--- config.mk ---
export PLATFORM = sky130hd
export DESIGN_NAME = spi_burst_sequencer
export DESIGN_NICKNAME = d
export VERILOG_FILES = /design/src/rtl/spi_seq_pkg.sv /design/src/rtl/spi_seq_edge_det.sv /design/src/rtl/spi_burst_sequencer.sv
export SDC_FILE = /design/constraint.sdc
export NUM_CORES = 1
export LEC_CHECK = 0
export ABC_CLOCK_PERIOD_IN_PS = 1750
export BUFFER_PORTS_ARGS = -buffer_cell sky130_fd_sc_hd__buf_2
export CORE_ASPECT_RATIO = 0.8
export CORE_MARGIN = 2
export CORE_UTILIZATION = 43
export DETAILED_ROUTE_END_ITERATION = 8
export PLACE_DENSITY = 0.72
export SLEW_MARGIN = 20
export SYNTH_ARGS = -nofsm -noshare
export SYNTH_HDL_FRONTEND = slang
export SYNTH_HIERARCHICAL = 1
export SYNTH_SLANG_ARGS = --single-unit
--- constraint.sdc ---
create_clock -name i_clk -period 1.75 [get_ports i_clk]
set_clock_uncertainty 0.15 [all_clocks]
set_input_delay 0.0875 -clock i_clk [delete_from_list [all_inputs] [get_ports i_clk]]
set_output_delay 0.0875 -clock i_clk [all_outputs]
set_load 0.005 [all_outputs]
--- src/rtl/spi_seq_pkg.sv ---
// Shared types for the SPI burst sequencer: FSM state encoding, byte width and latched config.
package spi_seq_pkg;

  localparam int unsigned BYTE_W = 8;

  typedef enum logic [2:0] {
    ST_IDLE,
    ST_LOAD,
    ST_ISSUE,
    ST_WAIT,
    ST_GAP,
    ST_FINISH
  } state_t;

  typedef struct packed {
    logic [1:0] ss;
    logic [1:0] mode;
    logic [1:0] rate;
    logic       msb;
  } spi_cfg_t;

endpackage

--- src/rtl/spi_seq_edge_det.sv ---
// Registered rising-edge detector for the spi_master done signal.
module spi_seq_edge_det (
  input  logic i_clk,
  input  logic i_reset,
  input  logic i_level,
  output logic o_rise
);

  logic level_q;

  always_ff @(posedge i_clk) begin
    if (i_reset) begin
      level_q <= 1'b0;
      o_rise  <= 1'b0;
    end else begin
      level_q <= i_level;
      o_rise  <= i_level & ~level_q;
    end
  end

endmodule

--- src/rtl/spi_burst_sequencer.sv ---
// Burst command stage for spi_master: one request becomes LEN back-to-back byte transfers.
// Optional done-wait watchdog enabled by defining SPI_TIMEOUT_EN.
module spi_burst_sequencer
  import spi_seq_pkg::*;
#(
  parameter int unsigned LEN_W      = 4,
  parameter int unsigned DV_CYCLES  = 2,
  parameter int unsigned GAP_CYCLES = 4
`ifdef SPI_TIMEOUT_EN
  , parameter int unsigned TO_CYCLES = 1024
`endif
) (
  input  logic              i_clk,
  input  logic              i_reset,
  input  logic              i_start,
  input  logic [LEN_W-1:0]  i_len,
  input  logic [1:0]        i_ss,
  input  logic [1:0]        i_mode,
  input  logic [1:0]        i_rate,
  input  logic              i_msb,
  input  logic [BYTE_W-1:0] i_tx_data,
  input  logic              i_tx_valid,
  output logic              o_tx_ready,
  output logic              o_dv,
  output logic [BYTE_W-1:0] o_tx_byte,
  output logic [1:0]        o_ss,
  output logic [1:0]        o_mode,
  output logic [1:0]        o_rate,
  output logic              o_msb,
  input  logic              i_done,
  input  logic [BYTE_W-1:0] i_rx_byte,
  output logic [BYTE_W-1:0] o_rx_data,
  output logic              o_rx_valid,
  output logic              o_busy,
  output logic              o_burst_done,
  output logic              o_err
);

  localparam int unsigned DV_W  = (DV_CYCLES  < 2) ? 1 : $clog2(DV_CYCLES);
  localparam int unsigned GAP_W = (GAP_CYCLES < 2) ? 1 : $clog2(GAP_CYCLES);

  state_t             state_q, state_d;
  spi_cfg_t           cfg_q;
  logic [LEN_W-1:0]   remaining_q;
  logic [DV_W-1:0]    dv_cnt_q;
  logic [GAP_W-1:0]   gap_cnt_q;
  logic               done_rise;
  logic               dv_last, gap_last, timeout;
  logic               tx_ready_d, dv_d, busy_d, burst_done_d, rx_valid_d, err_d;

  spi_seq_edge_det u_done_edge (
    .i_clk   (i_clk),
    .i_reset (i_reset),
    .i_level (i_done),
    .o_rise  (done_rise)
  );

  assign dv_last  = (DV_CYCLES  <= 1) || (dv_cnt_q  == DV_W'(DV_CYCLES - 1));
  assign gap_last = (GAP_CYCLES <= 1) || (gap_cnt_q == GAP_W'(GAP_CYCLES - 1));

`ifdef SPI_TIMEOUT_EN
  localparam int unsigned TO_W = (TO_CYCLES < 2) ? 1 : $clog2(TO_CYCLES);
  logic [TO_W-1:0] to_cnt_q;

  // Watchdog restarts on every WAIT entry.
  always_ff @(posedge i_clk) begin
    if (i_reset || (state_q != ST_WAIT)) to_cnt_q <= '0;
    else                                 to_cnt_q <= to_cnt_q + TO_W'(1);
  end

  assign timeout = (to_cnt_q == TO_W'(TO_CYCLES - 1));
`else
  assign timeout = 1'b0;
`endif

  // State register.
  always_ff @(posedge i_clk) begin
    if (i_reset) state_q <= ST_IDLE;
    else         state_q <= state_d;
  end

  // Next-state logic.
  always_comb begin
    state_d = state_q;
    case (state_q)
      ST_IDLE:   if (i_start && (i_len != '0)) state_d = ST_LOAD;
      ST_LOAD:   if (i_tx_valid) state_d = ST_ISSUE;
      ST_ISSUE:  if (dv_last) state_d = ST_WAIT;
      ST_WAIT: begin
        if (done_rise)    state_d = (remaining_q == LEN_W'(1)) ? ST_FINISH : ST_GAP;
        else if (timeout) state_d = ST_IDLE;
      end
      ST_GAP:    if (gap_last) state_d = ST_LOAD;
      ST_FINISH: state_d = ST_IDLE;
      default:   state_d = ST_IDLE;
    endcase
  end

  // Output decode: next values of the registered outputs.
  always_comb begin
    tx_ready_d   = (state_d == ST_LOAD);
    dv_d         = (state_d == ST_ISSUE);
    busy_d       = (state_d != ST_IDLE);
    burst_done_d = (state_d == ST_FINISH);
    rx_valid_d   = (state_q == ST_WAIT) && done_rise;
    err_d        = ((state_q == ST_IDLE) && i_start && (i_len == '0)) ||
                   ((state_q == ST_WAIT) && !done_rise && timeout);
  end

  // Output registers, datapath and per-state counters.
  always_ff @(posedge i_clk) begin
    if (i_reset) begin
      o_tx_ready   <= 1'b0;
      o_dv         <= 1'b0;
      o_busy       <= 1'b0;
      o_burst_done <= 1'b0;
      o_rx_valid   <= 1'b0;
      o_err        <= 1'b0;
      o_tx_byte    <= '0;
      o_rx_data    <= '0;
      cfg_q        <= '0;
      remaining_q  <= '0;
      dv_cnt_q     <= '0;
      gap_cnt_q    <= '0;
    end else begin
      o_tx_ready   <= tx_ready_d;
      o_dv         <= dv_d;
      o_busy       <= busy_d;
      o_burst_done <= burst_done_d;
      o_rx_valid   <= rx_valid_d;
      o_err        <= err_d;
      if ((state_q == ST_IDLE) && (state_d == ST_LOAD)) begin
        remaining_q <= i_len;
        cfg_q       <= '{ss: i_ss, mode: i_mode, rate: i_rate, msb: i_msb};
      end
      if ((state_q == ST_LOAD) && (state_d == ST_ISSUE)) o_tx_byte <= i_tx_data;
      if (rx_valid_d) begin
        o_rx_data   <= i_rx_byte;
        remaining_q <= remaining_q - LEN_W'(1);
      end
      dv_cnt_q  <= ((state_q == ST_ISSUE) && (state_d == ST_ISSUE)) ? dv_cnt_q + DV_W'(1) : '0;
      gap_cnt_q <= ((state_q == ST_GAP) && (state_d == ST_GAP)) ? gap_cnt_q + GAP_W'(1) : '0;
    end
  end

  assign o_ss   = cfg_q.ss;
  assign o_mode = cfg_q.mode;
  assign o_rate = cfg_q.rate;
  assign o_msb  = cfg_q.msb;

endmodule

==> metrics.md, run 1 <==
| Metric | Value |
|---|---|
| Core Area | 3520 µm² |
| Psw | 0.479 mW |
| Hold slack final | 0.0428 ns |
| RSZ-0062 raised after global routing | false |
| M1 WL | 1810 µm |
| Worst Tran Pin Value | 0.399 ns |
| Row count | 19 |
| Crit-path max cell delay | 0.35 ns |
| Kind of cell adding the most delay to the critical path | flip-flops |
| Hold Crit Class | input port to flop |
| Antenna cells | 0 |
| Vias in the first global route | 1461 |
| CTS tree | built |
| Leakage | 1.09 nW |
| Starting Density | 45.9% |
| # H-tree levels | 2 |
| Final worst setup slack | 0.135 ns |
| GRT Resource Usage Total | 20.6% |
| Internal | 1.42 mW |
| Top Metal Used | met4 |
| Synthesized flop and latch total | 41 |
| CTS buffer count | 5 |
| Post-layout nets | 309 |
| Fin cells | 317 |
| Worst reg2reg setup slack | 0.14 ns |
| Cell Area, Synth | 1610 µm² |
| Period utilisation layout | 92.3% |
| Relative slew slack | 73.4% |
| CP max stage cell | dfxtp_1 |
| Status | complete, no violations |
| Met3 wire len | 195 µm |
| Final Power | 1.90 mW |
| Buf+Inv Stages, Crit Path | 2 |
| Area Growth Syn to Fin | 48.7% |
| # IOs | 61 |
| Iter 0 DRT Violations | 67 |
| Clock latency on the worst-skew pair | 0.30 ns |
| Hold depth | 2 |
| WL met2 | 1900 µm |
| DRT antenna net count | 0 |
| Placed standard-cell area | 2020 µm² |
| Fmax | 619 MHz |
| Comb pwr share | 15.9% |
| Sinks on the clock net | 41 |
| Setup TNS | 0 ns |
| IR drop worst, VDD | 649 µV |
| Post-Syn Area per Cell | 9.12 µm² |
| Reg power frac | 52.5% |
| WL per Instance | 12.6 µm |
| Worst r2r dst | remaining_q[3]$_SDFFE_PP0P_ |
| Share of cells above drive strength 1 | 32.7% |
| Root Driver | clkbuf_8 |
| Clock share of power | 31.5% |
| Final setup vio count | 0 |
| Final wirelength | 4000 µm |
| Post-synth net total | 212 |
| Place WS | 0.0142 ns |
| Crit. End Element | flop |
| # Post-CTS Setup Buffers | 0 |
| Finished Cell Area | 2400 µm² |
| Mapped Cells | 177 |
| Cell variety after synth | 37 |
| Yosys warns | 6 |
| P per Cell Area | 793 nW/µm² |
| Die area | 4260 µm² |
| Max_cap viols | 0 |
| Cell mode on critical path | a21oi_1 |
| CP Max Fanout | 6 |
| Die span in x | 72.5 µm |
| Startpoint Class | flop |
| Switching Fraction | 25.2% |
| Largest net degree at the start of global routing | 23 |
| Max Slew Vio Count | 0 |
| Tmin final | 1.61 ns |
| Seq/Total Area, Yosys | 50.9% |
| Hold path endpoint | state_q[0]$_SDFF_PP0_ |
| First-pass GRT wire length | 6610 µm |
| Via count | 1532 |
| CTS clk-pin slew, worst paths | 0.07 ns |
| Clk buf depth | 2 |
| Hold_sp | i_reset |
| R2R cell count | 6 |
| Post-route DRC | 0 |
| Detailed Place HPWL | 2580 µm |
| Post-Route Utilization | 68.2% |
| Crit path depth | 6 |
| Initial antenna violation count | 0 |
| Critical Path RT | 1.77 ns |
| Final hold vios | 0 |
| Reg-to-Reg Start | state_q[0]$_SDFF_PP0_ |
| CP Class | flop to flop |
| Gr ovfl total | 0 |
| First-pass detailed-route iteration total | 4 |
| Placed Cells incl. Taps | 280 |
| Port Buffers | 60 |
| GPL Wtd Cong | 0.837 |
| CP cell instances | buf_12, nor4b_4, buf_4, a21oi_1, o21ai_0, a21oi_1 |
| DIE HEIGHT | 58.8 µm |
| Critical Path AT | 1.63 ns |
| Via density | 4.83 |
-- flip-flops by register name (all words and copies together) (netlist names) --
signal	count
dv_cnt_q	1
gap_cnt_q	2
o_burst_done	1
o_busy	1
o_dv	1
o_err	1
o_mode	2
o_msb	1
o_rate	2
o_rx_data	8
o_rx_valid	1
o_ss	2
o_tx_byte	8
o_tx_ready	1
remaining_q	4
state_q	3
u_done_edge/level_q	1
u_done_edge/o_rise	1
-- placed cells by master (no fill, tap or decap), types with 2 or more instances in the layout --
cell	Yosys	routed
clkinv_2	0	2
inv_1	7	7
buf_4	0	11
nand3b_1	2	2
nand2_1	37	37
dfxtp_1	41	40
dlygate4sd3_1	0	29
nor3b_1	2	2
nor2_1	12	12
buf_2	2	60
mux2i_1	8	8
clkbuf_8	0	5
nand2b_1	3	3
nor4_1	2	2
a21oi_1	21	21
ha_1	3	3
nand3_1	2	2
a31oi_1	3	3
nor3_1	2	2
-- power groups by stage --
stage               clock network, mW  logic, mW  registers, mW
finish                          0.600      0.303          0.999
global route                    0.657      0.334           1.00
CTS                             0.609      0.298          0.998
detailed placement                  0      0.249           1.02
global placement                    0      0.246           1.02
floorplan                           0      0.137           1.02
-- cell usage after synthesis, drive strengths merged --
library cell / n / area (µm²)
nor3b: 3 / 27.5
a32oi: 1 / 8.76
nand3: 2 / 10.0
o211ai: 1 / 7.51
ha: 3 / 37.5
nand2: 37 / 139
mux2i: 8 / 80.1
a31oi: 3 / 18.8
a22oi: 1 / 7.51
a2111oi: 1 / 27.5
buf: 3 / 21.3
inv: 7 / 26.3
nand4b: 1 / 8.76
and2: 2 / 15.0
and4b: 1 / 10.0
and3b: 1 / 8.76
nor2b: 1 / 6.26
o21ai: 1 / 5.00
dfxtp: 41 / 821
nor3: 2 / 10.0
a21bo: 1 / 10.0
nand2b: 3 / 18.8
a21o: 1 / 7.51
or4: 1 / 11.3
or3b: 2 / 17.5
a211oi: 1 / 7.51
nor4b: 1 / 23.8
o21bai: 1 / 7.51
nand3b: 2 / 15.0
nor4: 2 / 12.5
nor2: 13 / 51.3
clkbuf: 8 / 30.0
a21oi: 21 / 105
-- kinds of logic (layout without fill, tap and decap cells) --
| family | count (synthesis) | after routing | synth area share [%] |
|---|---|---|---|
| buf+inv | 18 | 116 | 4.81 |
| simple gates | 74 | 74 | 23.9 |
| compound gates | 33 | 33 | 13.2 |
| flops | 41 | 41 | 50.9 |
| mux | 8 | 8 | 4.96 |
| fa+ha+maj | 3 | 3 | 2.33 |
-- routing by layer --
layer	track usage [%]	vias up
li1	-	791
met1	25.6	692
met2	32.9	39
met3	6.85	10
met4	8.99	0
met5	0	-
-- cell type report --
type	count	area, µm²
fillers	286	1120
repair buffers	101	693
flip-flops and latches	41	822
multi-input cells	118	723
clock inverters	2	10.0
inverters	7	26.3
clock buffers	6	72.6
well taps	42	52.6
-- worst max-delay path by stage --
stage,startpoint,to,slack (ns)
4_1_cts,remaining_q[1]$_SDFFE_PP0P_,o_dv$_SDFF_PP0_,0.002
3_5_place_dp,remaining_q[1]$_SDFFE_PP0P_,o_dv$_SDFF_PP0_,0.01
3_3_place_gp,remaining_q[1]$_SDFFE_PP0P_,o_dv$_SDFF_PP0_,0.04
2_1_floorplan,remaining_q[1]$_SDFFE_PP0P_,o_dv$_SDFF_PP0_,0.03
6_report,state_q[0]$_SDFF_PP0_,remaining_q[3]$_SDFFE_PP0P_,0.14
5_1_grt,state_q[0]$_SDFF_PP0_,o_busy$_SDFF_PP0_,0.03
-- repair_timing --
item | CTS | global route
setup endpoints to repair | 0 | 3
hold buffers | 29 | 0
endpoints found under the hold margin | 30 | 0
gates resized for setup | 0 | 2
(Power assumes the default switching activity.)
==> run 2: changes to the inputs <==
--- a/config.mk
+++ b/config.mk
@@ -8,7 +8,7 @@
 export ABC_CLOCK_PERIOD_IN_PS = 1750
 export BUFFER_PORTS_ARGS = -buffer_cell sky130_fd_sc_hd__buf_2
 export CORE_ASPECT_RATIO = 0.8
-export CORE_MARGIN = 2
+export CORE_MARGIN = 4
 export CORE_UTILIZATION = 43
 export DETAILED_ROUTE_END_ITERATION = 8
 export PLACE_DENSITY = 0.72
==> metrics.md, run 2 (synthesized netlist as in run 1, its figures left out) <==
| Metric | Value |
|---|---|
| Setup TNS | 0 ns (unchanged) |
| Relative slew slack | 76.5% (+3.0 points) |
| Gr ovfl total | 0 (unchanged) |
| Worst Tran Pin Value | 0.350 ns (-0.0482 ns) |
| GPL Wtd Cong | 0.770 (-8.0%) |
| # H-tree levels | 2 (unchanged) |
| Crit. End Element | flop |
| Met3 wire len | 270 µm (+38%) |
| Vias in the first global route | 1494 (+2.3%) |
| M1 WL | 1720 µm (-5.0%) |
| CP Class | flop to flop |
| Commonest non-fill, non-tap cell in the layout | buf_2 |
| Largest net degree at the start of global routing | 22 (-4.3%) |
| Final hold vios | 0 (unchanged) |
| Reg area | 823 µm² (+0.15%) |
| Core Area | 3520 µm² (unchanged) |
| Post-Route Utilization | 69.3% (+1.1 points) |
| Die area | 4800 µm² (+13%) |
| Startpoint Class | flop |
| Period utilisation layout | 98.5% (+6.2 points) |
| Reg power frac | 50.5% (-2.0 points) |
| # IOs | 61 (unchanged) |
| Hold Crit Class | input port to flop |
| Iter 0 DRT Violations | 98 (+46%) |
| Largest registers | o_rx_data (8), o_tx_byte (8), remaining_q (4) |
| Via density | 5.00 (+3.4%) |
| CTS clk-pin slew, worst paths | 0.07 ns (about the same) |
| CP Max Fanout | 5 (-1) |
| Share of cells above drive strength 1 | 35.0% (+2.3 points) |
| First-pass detailed-route iteration total | 4 (unchanged) |
| Die span in x | 76.5 µm (+5.5%) |
| Sinks on the clock net | 41 (unchanged) |
| Clock latency on the worst-skew pair | 0.29 ns (about the same) |
| P per Cell Area | 812 nW/µm² (+2.4%) |
| CTS tree | built |
| R2R cell count | 7 (+1) |
| Switching Fraction | 23.9% (-1.3 points) |
| Clk buf depth | 2 (unchanged) |
| Initial antenna violation count | 0 (unchanged) |
| Area of the multi-input gates | 739 µm² (+2.2%) |
| Post-layout nets | 311 (+0.65%) |
| Hold path endpoint | o_tx_byte[1]$_SDFFE_PP0P_ |
| Starting Density | 45.9% (unchanged) |
| Clock share of power | 33.7% (+2.2 points) |
| IR drop worst, VDD | 547 µV (-16%) |
| Via count | 1594 (+4.0%) |
| Port Buffers | 60 (unchanged) |
| Psw | 0.473 mW (-1.4%) |
| Max_cap viols | 0 (unchanged) |
| Leakage | 1.11 nW (+1.6%) |
| Root Driver | clkbuf_8 |
| Max Slew Vio Count | 0 (unchanged) |
| Fillers | 271 (-5.2%) |
| DRT antenna net count | 0 (unchanged) |
| WL met2 | 2060 µm (+8.0%) |
| Final setup vio count | 0 (unchanged) |
| GRT Resource Usage Total | 18.0% (-2.6 points) |
| DIE HEIGHT | 62.8 µm (+6.8%) |
| Hold slack final | 0.0209 ns (-0.0220 ns) |
| WL per Instance | 13.1 µm (+3.8%) |
| Tmin final | 1.72 ns (+0.109 ns) |
| Area Growth Syn to Fin | 51.1% |
| Worst reg2reg setup slack | 0.03 ns (-0.11 ns) |
| Worst r2r dst | o_dv$_SDFF_PP0_ |
| Post-route DRC | 0 (unchanged) |
| CTS buffer count | 5 (unchanged) |
| Top Metal Used | met4 |
| Reg-to-Reg Start | remaining_q[1]$_SDFFE_PP0P_ |
| Antenna cells | 0 (unchanged) |
| Status | complete, no violations |
| Final wirelength | 4170 µm (+4.4%) |
| Commonest non-fill, non-tap cells in the layout | 60 x buf_2, 39 x dfxtp_1, 37 x nand2_1 |
| Comb pwr share | 15.8% (about the same) |
| Final Power | 1.98 mW (+4.1%) |
| RSZ-0062 raised after global routing | true |
| Internal | 1.51 mW (+5.9%) |
| First-pass GRT wire length | 6950 µm (+5.1%) |
| Critical Path AT | 1.77 ns (+0.14 ns) |
| Fmax | 580 MHz (-6.3%) |
| Critical Path RT | 1.79 ns (+0.02 ns) |
| Row count | 19 (unchanged) |
| Detailed Place HPWL | 2680 µm (+3.6%) |
| Hold depth | 2 (unchanged) |
| Hold_sp | i_reset |
==> run 2: worst max path at each step <==
stage / startpoint / end / slack (ns)
after detailed placement: remaining_q[1]$_SDFFE_PP0P_ / o_dv$_SDFF_PP0_ / -0.03
final: remaining_q[1]$_SDFFE_PP0P_ / o_dv$_SDFF_PP0_ / 0.03
after CTS: state_q[1]$_SDFF_PP0_ / o_tx_ready$_SDFF_PP0_ / 0.03
after global placement: remaining_q[1]$_SDFFE_PP0P_ / o_dv$_SDFF_PP0_ / 0.03
after global routing: remaining_q[1]$_SDFFE_PP0P_ / o_busy$_SDFF_PP0_ / -0.04
after floorplan: remaining_q[1]$_SDFFE_PP0P_ / o_dv$_SDFF_PP0_ / 0.03
==> run 2: through the flow <==
stage          cell area, µm²  setup slack, ns  std cells
2_1_floorplan            1620           0.0303        177
3_3_place_gp             2020           0.0275        281
3_5_place_dp             2020          -0.0322        281
4_1_cts                  2420           0.0263        318
5_1_grt                  2440          -0.0381        319
6_report                 2440           0.0263        319
==> run 2: critical path, stage by stage, from the launching register on <==
cell and delay, ns:
dfxtp_2 0.33, inv_2 0.05, ha_1 0.12, or3b_4 0.38
a211oi_4 0.26, a2111oi_4 0.05, buf_4 0.17, and2_1 0.13
==> run 2: repair_timing <==
item	4_1_cts	5_1_grt
endpoints found under the setup margin	3	5
endpoints found under the hold margin	30	0
pin swaps	3	1
setup buffers	0	1
resized for setup	2	5
hold buffers	29	0
==> run 2: area by class of cell <==
| type | count | area share [%] |
|---|---|---|
| Multi-Input combinational cell | 118 | 30.3 |
| Timing Repair Buffer | 103 | 28.5 |
| Tap cell | 42 | 2.15 |
| Clock buffer | 7 | 3.95 |
| Inverter | 7 | 1.08 |
| Clock inverter | 1 | 0.205 |
| Sequential cell | 41 | 33.8 |
==> run 2: power by group through the flow <==
stage               Clock [mW]  Combinational [mW]  Sequential, mW
floorplan                    0               0.137            1.02
global placement             0               0.244            1.02
detailed placement           0               0.246            1.02
CTS                      0.685               0.300           0.999
global route             0.732               0.345            1.01
finish                   0.667               0.313            1.00
==> run 2: layer usage <==
layer  vias to the layer above  track usage (%)
met5                         -                0
met4                         0             11.3
met3                        13             4.47
met2                        60             29.1
met1                       731             21.3
li1                        790                -
